$ cat config.mk
export PLATFORM = sky130hd
export DESIGN_NAME = sdp_nrdma_eg_ro_lane_sched
export DESIGN_NICKNAME = d
export VERILOG_FILES = /design/src/rtl/sdp_nrdma_eg_ro_pkg.sv /design/src/rtl/sdp_nrdma_eg_ro_out_pipe.sv /design/src/rtl/sdp_nrdma_eg_ro_lane_sched.sv
export SDC_FILE = /design/constraint.sdc
export NUM_CORES = 1
export LEC_CHECK = 0
export ABC_AREA = 1
export BUFFER_PORTS_ARGS = -buffer_cell sky130_fd_sc_hd__buf_2
export CAP_MARGIN = 20
export CORE_AREA = 4 4 504 506
export CTS_CLUSTER_DIAMETER = 200
export DETAILED_ROUTE_END_ITERATION = 10
export DIE_AREA = 0 0 508 510
export GPL_TIMING_DRIVEN = 0
export PLACE_DENSITY = 0.3
export SETUP_SLACK_MARGIN = 0.4
export SKIP_CTS_REPAIR_TIMING = 1
export SLEW_MARGIN = 20
export SYNTH_ARGS = -nofsm -noshare
export SYNTH_HDL_FRONTEND = slang
export SYNTH_SLANG_ARGS = --single-unit
$ cat constraint.sdc
create_clock -name nvdla_core_clk -period 4.4 [get_ports nvdla_core_clk]
set_input_delay 0 -clock nvdla_core_clk [delete_from_list [all_inputs] [get_ports nvdla_core_clk]]
set_output_delay 0 -clock nvdla_core_clk [all_outputs]
set_load 0.1 [all_outputs]
$ cat src/rtl/sdp_nrdma_eg_ro_pkg.sv
// Shared definitions for the SDP NRDMA egress reorder lane scheduler.
// Holds the geometry constants, the scheduler FSM state type, the command
// descriptor layout and a helper that limits a lane count to what exists.
package sdp_nrdma_eg_ro_pkg;

  localparam int NUM_LANE = 4;    // lane dfifos drained by the scheduler
  localparam int PD_W     = 256;  // payload width per beat
  localparam int CNT_W    = 13;   // beat counter width (up to 8192 beats)
  localparam int LW       = (NUM_LANE > 1) ? $clog2(NUM_LANE) : 1;

  typedef enum logic {
    IDLE = 1'b0,
    RUN  = 1'b1
  } state_e;

  // Latched copy of the command taken on the command handshake.
  typedef struct packed {
    logic [LW-1:0]    lane_num;  // lanes used, minus 1
    logic [CNT_W-1:0] beat_num;  // beats in the command, minus 1
    logic             last;      // command closes the layer
  } cmd_desc_t;

  // A lane count that names a lane beyond the last one is treated as
  // "use every lane".
  function automatic logic [LW-1:0] clamp_lane(input logic [LW-1:0] lane);
    if (int'(lane) >= NUM_LANE) return LW'(NUM_LANE - 1);
    return lane;
  endfunction

endpackage

$ cat src/rtl/sdp_nrdma_eg_ro_out_pipe.sv
// One-deep valid/ready output register for the lane scheduler.
// Holds {pd, last, lyr_end} for one beat and raises a one-cycle layer-done
// pulse in the cycle after a beat marked lyr_end leaves the register.
//
// Ports:
//   clk, rst        core clock, synchronous active-high reset
//   i_vld           load a new beat (only raised while o_en is high)
//   i_pd/i_last/i_lyr_end  beat contents
//   o_en            register can take a beat this cycle (empty or draining)
//   o_vld/i_rdy     output handshake
//   o_pd/o_last     registered beat
//   o_layer_done    pulse after the layer-ending beat is handed off
module sdp_nrdma_eg_ro_out_pipe
  import sdp_nrdma_eg_ro_pkg::*;
(
  input  logic            clk,
  input  logic            rst,
  input  logic            i_vld,
  input  logic [PD_W-1:0] i_pd,
  input  logic            i_last,
  input  logic            i_lyr_end,
  output logic            o_en,
  output logic            o_vld,
  input  logic            i_rdy,
  output logic [PD_W-1:0] o_pd,
  output logic            o_last,
  output logic            o_layer_done
);

  logic            r_vld;
  logic [PD_W-1:0] r_pd;
  logic            r_last;
  logic            r_lyr_end;
  logic            r_layer_done;

  // A draining beat and a new load in the same cycle swap contents with no gap.
  assign o_en = !r_vld | i_rdy;

  always_ff @(posedge clk) begin
    if (rst) begin
      r_vld        <= 1'b0;
      r_pd         <= '0;
      r_last       <= 1'b0;
      r_lyr_end    <= 1'b0;
      r_layer_done <= 1'b0;
    end else begin
      r_layer_done <= r_vld & i_rdy & r_lyr_end;
      if (i_vld) begin
        r_vld     <= 1'b1;
        r_pd      <= i_pd;
        r_last    <= i_last;
        r_lyr_end <= i_lyr_end;
      end else if (i_rdy) begin
        r_vld <= 1'b0;
      end
    end
  end

  assign o_vld        = r_vld;
  assign o_pd         = r_pd;
  assign o_last       = r_last;
  assign o_layer_done = r_layer_done;

endmodule

$ cat src/rtl/sdp_nrdma_eg_ro_lane_sched.sv
// In-order lane scheduler for the SDP NRDMA egress reorder stage.
// Drains NUM_LANE single-entry lane dfifos in round-robin order (lanes
// 0..lane_num, repeating) for beat_num+1 beats per command, and merges the
// beats into one registered stream with command-last and layer-end marks.
//
// Handshakes: every interface transfers on the rising edge where its valid
// and ready are both high; valid never waits on ready, and a held beat keeps
// its contents until it transfers.
//
// Ports:
//   nvdla_core_clk/nvdla_core_rst  clock, synchronous active-high reset
//   op_en                          gates command acceptance only
//   cmd_pvld/cmd_prdy              command handshake (ready only in IDLE)
//   cmd_lane_num/beat_num/last     command descriptor
//   rod_rd_pvld/prdy/pd            per-lane dfifo pop interface
//   dp_pvld/prdy/pd/last           merged output stream
//   layer_done                     one-cycle pulse after the layer's final beat
//   busy                           command running or output beat pending
//   dbg_state                      current FSM state (0=IDLE, 1=RUN)
module sdp_nrdma_eg_ro_lane_sched
  import sdp_nrdma_eg_ro_pkg::*;
(
  input  logic                     nvdla_core_clk,
  input  logic                     nvdla_core_rst,
  input  logic                     op_en,
  input  logic                     cmd_pvld,
  output logic                     cmd_prdy,
  input  logic [LW-1:0]            cmd_lane_num,
  input  logic [CNT_W-1:0]         cmd_beat_num,
  input  logic                     cmd_last,
  input  logic [NUM_LANE-1:0]      rod_rd_pvld,
  output logic [NUM_LANE-1:0]      rod_rd_prdy,
  input  logic [NUM_LANE*PD_W-1:0] rod_rd_pd,
  output logic                     dp_pvld,
  input  logic                     dp_prdy,
  output logic [PD_W-1:0]          dp_pd,
  output logic                     dp_last,
  output logic                     layer_done,
  output logic                     busy,
  output logic                     dbg_state
);

  state_e           r_state;
  state_e           w_state_nxt;
  cmd_desc_t        r_cmd;
  logic [LW-1:0]    r_lane_ptr;
  logic [CNT_W-1:0] r_beat_cnt;

  logic             w_out_en;
  logic             w_cmd_acc;
  logic             w_beat_acc;
  logic             w_final;
  logic [PD_W-1:0]  w_sel_pd;

  assign w_final  = (r_beat_cnt == r_cmd.beat_num);
  assign w_sel_pd = rod_rd_pd[r_lane_ptr*PD_W +: PD_W];

  // Readies are held low while reset is asserted so nothing is popped or
  // accepted on the reset edge.
  always_comb begin
    w_state_nxt = r_state;
    cmd_prdy    = 1'b0;
    rod_rd_prdy = '0;
    w_cmd_acc   = 1'b0;
    w_beat_acc  = 1'b0;
    case (r_state)
      IDLE: begin
        cmd_prdy  = op_en & !nvdla_core_rst;
        w_cmd_acc = cmd_pvld & cmd_prdy;
        if (w_cmd_acc) w_state_nxt = RUN;
      end
      RUN: begin
        // Only the lane under the pointer may pop; valids elsewhere wait.
        rod_rd_prdy[r_lane_ptr] = w_out_en & !nvdla_core_rst;
        w_beat_acc = rod_rd_pvld[r_lane_ptr] & rod_rd_prdy[r_lane_ptr];
        if (w_beat_acc && w_final) w_state_nxt = IDLE;
      end
      default: w_state_nxt = IDLE;
    endcase
  end

  always_ff @(posedge nvdla_core_clk) begin
    if (nvdla_core_rst) begin
      r_state    <= IDLE;
      r_cmd      <= '0;
      r_lane_ptr <= '0;
      r_beat_cnt <= '0;
    end else begin
      r_state <= w_state_nxt;
      if (w_cmd_acc) begin
        r_cmd.lane_num <= clamp_lane(cmd_lane_num);
        r_cmd.beat_num <= cmd_beat_num;
        r_cmd.last     <= cmd_last;
        r_lane_ptr     <= '0;
        r_beat_cnt     <= '0;
      end else if (w_beat_acc) begin
        if (w_final) begin
          r_lane_ptr <= '0;
          r_beat_cnt <= '0;
        end else begin
          // Wrap on the command's lane count, not on the physical lane count.
          r_lane_ptr <= (r_lane_ptr == r_cmd.lane_num) ? '0 : r_lane_ptr + 1'b1;
          r_beat_cnt <= r_beat_cnt + 1'b1;
        end
      end
    end
  end

  sdp_nrdma_eg_ro_out_pipe u_out_pipe (
    .clk          (nvdla_core_clk),
    .rst          (nvdla_core_rst),
    .i_vld        (w_beat_acc),
    .i_pd         (w_sel_pd),
    .i_last       (w_final),
    .i_lyr_end    (w_final & r_cmd.last),
    .o_en         (w_out_en),
    .o_vld        (dp_pvld),
    .i_rdy        (dp_prdy),
    .o_pd         (dp_pd),
    .o_last       (dp_last),
    .o_layer_done (layer_done)
  );

  assign busy      = (r_state == RUN) | dp_pvld;
  assign dbg_state = r_state;

endmodule

Yosys cells after proc, flatten, opt, wreduce, memory -nomap -nowiden
Cells that the tools add are included.
{"block": "word_totals", "wordCells": 53, "in_bits": 1049, "out_inout_bits": 266, "register_bits": 292}
{"block": "classes", "bitwise_logic": 11, "n_eq_ne": 2, "shift": 1, "n_lt_le_gt_ge": 2, "add_sub_neg": 2, "reduce_logical": 6, "n_mux": 18}
{"operator": "$shiftx 1024x11->256", "n": 1}
{"operator": "$add 13x1->13 const B", "n": 1}
{"operator": "$eq 13x13->1", "n": 1}
{"operator": "$mux 13", "n": 1}
{"operator": "$mux 1", "n": 10}
{"operator": "$and 1x1->1", "n": 7}
{"operator": "$and 4x4->4", "n": 1}
{"operator": "$bmux 1 s2", "n": 2}
{"operator": "$mux 2", "n": 2}
{"operator": "$mux 4", "n": 1}
{"operator": "$lt 2x3->1 const B", "n": 1}
{"operator": "$add 2x1->2 const B", "n": 1}
{"operator": "$demux 1 s2", "n": 1}
{"operator": "$eq 2x2->1", "n": 1}
{"operator": "$ge 2x1->1 const B", "n": 1}
{"operator": "$logic_and 1x1->1", "n": 2}
{"operator": "$logic_not 1->1", "n": 2}
{"operator": "$or 1x1->1", "n": 2}
{"operator": "$pmux 1 s2", "n": 1}
{"operator": "$reduce_bool 2->1", "n": 1}
{"operator": "$reduce_or 2->1", "n": 1}
{"operator": "$not 1->1", "n": 1}

Depth between registers and ports, before layout
{"block": "logic_depth", "ltp_word": 11, "ltp_mapped": 14, "depth_no_buf": 11}

Hierarchy
From an unflattened synthesis, not the netlist that was laid out.
{"block": "unflattened", "cells_unflattened": 2881, "hier_area_um2": 17708.2}
{"mod": "sdp_nrdma_eg_ro_out_pipe", "instances": 1, "cells_per_inst": 1126, "seq_area_each_um2": 5205.0, "area_each_um2": 8992.4}
{"mod": "sdp_nrdma_eg_ro_lane_sched", "instances": 1, "cells_per_inst": 1755, "seq_area_each_um2": 640.6, "area_each_um2": 8715.9}

Least setup slack after synthesis
No wires, ideal clock.
{"block": "synth_path", "path_kind": "register -> output", "from": "reg r_lane_ptr[0]", "to": "out rod_rd_prdy[0]", "path_slack_ns": 1.806, "required_time_ns": 4.400, "n_path_buf": 3, "path_stages_with_launch": 8, "t_arrival_ns": 2.594, "cell_sequence": "dfxtp_1 inv_1 buf_2 buf_2 clkbuf_1 ha_1 nand2_1 nor2_1"}
{"block": "synth_via", "elab_chain_cells": 6, "word_cells_on_any_way": 7, "classes_between": "order compare (2); mux (3); bitwise (1); reduce/logical (1)"}
{"element": "from (decl)", "line": "sdp_nrdma_eg_ro_lane_sched.sv:46", "source": "logic [LW-1:0] r_lane_ptr;"}
{"element": "from (signal assigned)", "line": "sdp_nrdma_eg_ro_lane_sched.sv:102", "source": "r_lane_ptr <= (r_lane_ptr == r_cmd.lane_num) ? '0 : r_lane_ptr + 1'b1;"}
{"element": "$lt 2x3->1 (implied by the code) or $ge 2x1->1 (tied branches)", "line": "sdp_nrdma_eg_ro_lane_sched.sv:74", "source": "rod_rd_prdy[r_lane_ptr] = w_out_en & !nvdla_core_rst;"}
{"element": "$logic_and 1x1->1 (implied by the code)", "line": "sdp_nrdma_eg_ro_lane_sched.sv:74"}
{"element": "$mux 1 (implied by the code)", "line": "sdp_nrdma_eg_ro_lane_sched.sv:74"}
{"element": "$demux 1 s2 (*)", "line": "sdp_nrdma_eg_ro_lane_sched.sv:74"}
{"element": "$and 4x4->4 (no source line) (*)"}
{"element": "$mux 4 (*)", "line": "sdp_nrdma_eg_ro_lane_sched.sv:66", "source": "case (r_state)"}
{"element": "to (decl)", "line": "sdp_nrdma_eg_ro_lane_sched.sv:32", "source": "output logic [NUM_LANE-1:0] rod_rd_prdy,"}
Mark *: on every way between the ends. The rest lies on a longest branch, timed or not.

Final worst setup path
{"block": "layout_path", "from": "reg r_lane_ptr[0]", "to": "reg u_out_pipe.r_pd[101], in the netlist u_out_pipe.o_pd[101]"}
{"block": "layout_via", "elab_chain_cells": 9, "word_cells_on_any_way": 13, "classes_between": "order compare (2); shift (1); mux (7); bitwise (2); reduce/logical (1)"}
{"element": "$lt 2x3->1 (implied by the code) or $ge 2x1->1 (tied branches)", "line": "sdp_nrdma_eg_ro_lane_sched.sv:74"}
{"element": "$logic_and 1x1->1 (implied by the code)", "line": "sdp_nrdma_eg_ro_lane_sched.sv:74"}
{"element": "$mux 1 (implied by the code)", "line": "sdp_nrdma_eg_ro_lane_sched.sv:74"}
{"element": "$demux 1 s2", "line": "sdp_nrdma_eg_ro_lane_sched.sv:74"}
{"element": "$and 4x4->4 (no source line)"}
{"element": "$bmux 1 s2", "line": "sdp_nrdma_eg_ro_lane_sched.sv:75", "source": "w_beat_acc = rod_rd_pvld[r_lane_ptr] & rod_rd_prdy[r_lane_ptr];"}
{"element": "$mux 1 (implied by the code)", "line": "sdp_nrdma_eg_ro_lane_sched.sv:75"}
{"element": "$and 1x1->1", "line": "sdp_nrdma_eg_ro_lane_sched.sv:75"}
{"element": "$mux 1", "line": "sdp_nrdma_eg_ro_lane_sched.sv:66"}
{"element": "to (signal assigned)", "line": "sdp_nrdma_eg_ro_out_pipe.sv:50", "source": "r_pd <= i_pd;"}
{"element": "to (decl)", "line": "sdp_nrdma_eg_ro_out_pipe.sv:31", "source": "logic [PD_W-1:0] r_pd;"}
Several ways; a longest one is shown, not always the timed one. The select of a mux whose other input is x is not followed.
A chain may end at the register's enable or synchronous reset.

==> impl_metrics.py <==
metrics = {
    "final_layout": {
        "layout-drive-gt1-share": 0.311,
        "fin_util": 0.141,
        "fin_nets": 5809,
        "area_growth_pct": 102,
    },
    "job": {
        "drv_cap": 0,
    },
    "timing": {
        "setup_ws_ns": 0.628,
        "fin_worst_skew_ns": 0.0347,
        "max_slew_margin": 0.282,
        "min_period_ns": 3.77,
        "final-setup-viol-count": 0,
        "max_freq_mhz": 265,
        "rsz0062_at_grt": "false",
        "hold_viol_final": 3,
        "hold_slack_ns": -0.0615,
        "slew_viol_final": 0,
        "worstMarginPinSlew_ns": 1.08,
        "finalCritPeriodShare": 0.857,
    },
    "route": {
        "wl_per_cell_um": 29.2,
        "vias": 30860,
        "dr.pass1.iters": 5,
        "viasPerCell": 3.76,
        "drt_wl_total_um": 240000,
        "ant_nets": 0,
        "drtIter0Drc": 2854,
        "drc": 0,
    },
    "global_routing": {
        "grt_max_degree": 14,
        "grt_pass1_vias": 28038,
        "antenna_found_initial": 240,
        "grt_pass1_wl_um": 296000,
        "grt_usage": 0.174,
        "overflow": 0,
    },
    "clocking": {
        "numClockSinks": 292,
        "cts_tree": "built",
        "cts_max_level": 2,
        "clockBufferDepth": 3,
        "clkTransAtPathRegs_ns": 0.06,
        "insertion_delay_ns": 0.67,
        "root_buffer": "clkbuf_16",
        "cts_buffers": 46,
    },
    "worst_setup_path": {
        "startpoint_type": "register",
        "critical_path_class": "reg -> reg",
        "arrival_ns": 4.35,
        "reg2reg_from": "r_lane_ptr[0]",
        "crit_path_start": "r_lane_ptr[0]",
        "cp-end-kind": "register",
        "worstPathRequired_ns": 4.97,
        "cp_max_fo": 11,
    },
    "synthesis": {
        "synth_fp_nets": 3919,
        "yosysWarnings": 0,
        "ys_ff_latch": 292,
        "synthDistinctLibCells": 31,
        "synth_area_um2": 17500,
        "seq_area_frac_synth": 0.334,
        "synth_area_per_cell_um2": 6.11,
        "netlist_instances": 2865,
    },
    "outcome": {
        "status": "finished with violations",
        "violations": "hold timing",
    },
    "pwr": {
        "p_per_area_nw_per_um2": 277,
        "comb_power_share": 0.309,
        "power_frac_seq": 0.284,
        "p_sw_mw": 3.65,
        "p_int_mw": 6.14,
        "vdd_drop_max_mv": 0.341,
        "p_total_mw": 9.79,
        "netSwitchingFraction": 0.373,
        "cellLeakagePower_nw": 14.9,
        "clockPowerShare": 0.408,
    },
    "placement": {
        "place_congestion": 0.985,
        "io_buffers": 1313,
        "place_worst_setup_slack_ns": -0.788,
        "hpwlAfterDp_um": 210000,
    },
    "floorplan": {
        "die_h_um": 510,
        "initial_core_util": 0.0700,
        "die_w_um": 508,
        "die_area_um2": 259000,
        "ios": 1315,
        "core_um2": 250000,
        "rows": 184,
    },
    "hold_path": {
        "hp-class": "in -> reg",
        "min_from": "rod_rd_pd[830]",
    },
}
## worst max-delay path, cell delays in order (launching register included)
cell and delay (ns):
dfxtp_1 0.43, inv_1 0.14, buf_2 0.40, clkbuf_4 0.45, clkbuf_2 0.36, ha_1 0.25
nand4_1 0.14, nand3_2 0.18, nand2_1 0.13, nor2_4 0.16, buf_4 0.38, buf_4 0.28
nand2_1 0.12, a21oi_1 0.13
## cell families after synthesis
group | count (synthesis) | share of synthesized area
simple gates | 1197 | 0.262
compound gates | 1058 | 0.323
buf+inv | 308 | 0.0755
flops | 292 | 0.334
xor+xnor | 5 | 0.00250
fa+ha+maj | 5 | 0.00357
## final timing paths
kind,endpoint,slack [ns],depth (start not counted)
max reg2reg,u_out_pipe.o_pd[101],0.63,13
min,u_out_pipe.o_pd[62],-0.06,5
min reg2reg,u_out_pipe.o_pd[43],0.46,2
max,u_out_pipe.o_pd[101],0.63,13
## layer usage
layer,up-vias,wire (µm),track usage
met5,-,969,0
met4,150,7890,0.0522
met3,520,24600,0.0659
met2,1897,111000,0.288
met1,14659,95700,0.207
li1,13634,-,-
## flip-flops by register name (all words and copies together) (netlist names)
register / cells
u_out_pipe.r_lyr_end: 1
r_cmd: 16
u_out_pipe.o_pd: 256
u_out_pipe.o_vld: 1
u_out_pipe.o_last: 1
r_beat_cnt: 13
r_lane_ptr: 2
dbg_state: 1
u_out_pipe.o_layer_done: 1
## stage by stage
step	setup TNS, ns	area, µm²	cells
after global placement	-190.12	28300	7526
after global routing	0	35300	8167
after detailed placement	-110.86	28400	7534
final	0	35400	8206
after floorplan	0	17500	2865
after CTS	-125.92	30000	7619
## Yosys cell counts
library cell | count | area (µm²)
a21oi_1 | 267 | 1340
a21oi_4 | 1 | 16.3
a22o_1 | 5 | 43.8
and3_1 | 2 | 12.5
buf_1 | 18 | 67.6
buf_2 | 47 | 235
buf_4 | 26 | 195
buf_6 | 1 | 11.3
clkbuf_1 | 174 | 653
clkbuf_2 | 1 | 5.00
clkinv_1 | 1 | 3.75
dfxtp_1 | 292 | 5850
ha_1 | 5 | 62.6
inv_1 | 39 | 146
inv_2 | 1 | 3.75
nand2_1 | 618 | 2320
nand2_2 | 1 | 6.26
nand3_1 | 21 | 105
nand3_2 | 2 | 20.0
nand3b_1 | 2 | 15.0
nand4_1 | 6 | 37.5
nor2_1 | 540 | 2030
nor2_4 | 1 | 11.3
nor3_1 | 2 | 10.0
nor3b_2 | 1 | 12.5
o21ai_0 | 528 | 2640
o21bai_1 | 1 | 7.51
o22ai_1 | 256 | 1600
or2_2 | 1 | 6.26
xnor2_1 | 4 | 35.0
xor2_1 | 1 | 8.76
## layout make-up
cell class / count / area [µm²]
well taps: 3348 / 4190
clock buffers: 65 / 1280
repair buffers: 1842 / 11900
clock inverters: 20 / 259
inverters: 41 / 158
flip-flops and latches: 292 / 5850
multi-input cells: 2265 / 10300
diodes: 66 / 165
plain buffers: 267 / 1210
fillers: 29626 / 215000
## cell usage in the layout (no fill, tap or decap), types with 6 or more instances in the layout
master / n
buf_2: 1354
nand2_1: 618
nor2_1: 540
o21ai_0: 524
dlygate4sd3_1: 519
dfxtp_1: 292
a21oi_1: 267
o22ai_1: 256
clkbuf_1: 176
diode_2: 66
clkbuf_16: 46
inv_1: 38
buf_4: 30
nand3_1: 21
buf_1: 17
clkbuf_2: 11
clkinv_2: 10
clkbuf_4: 7
nand4_1: 6
clkbuf_8: 6
## power groups by stage
stage               combinational (mW)  sequential, mW  clock [mW]
finish                            3.02            2.78        3.99
CTS                               2.49            2.78        4.19
detailed placement                2.48            2.83           0
floorplan                        0.686            3.32           0
global placement                  2.49            2.83           0
global route                      3.21            2.78        4.23
Note: power is estimated with default switching activity, not from simulation.
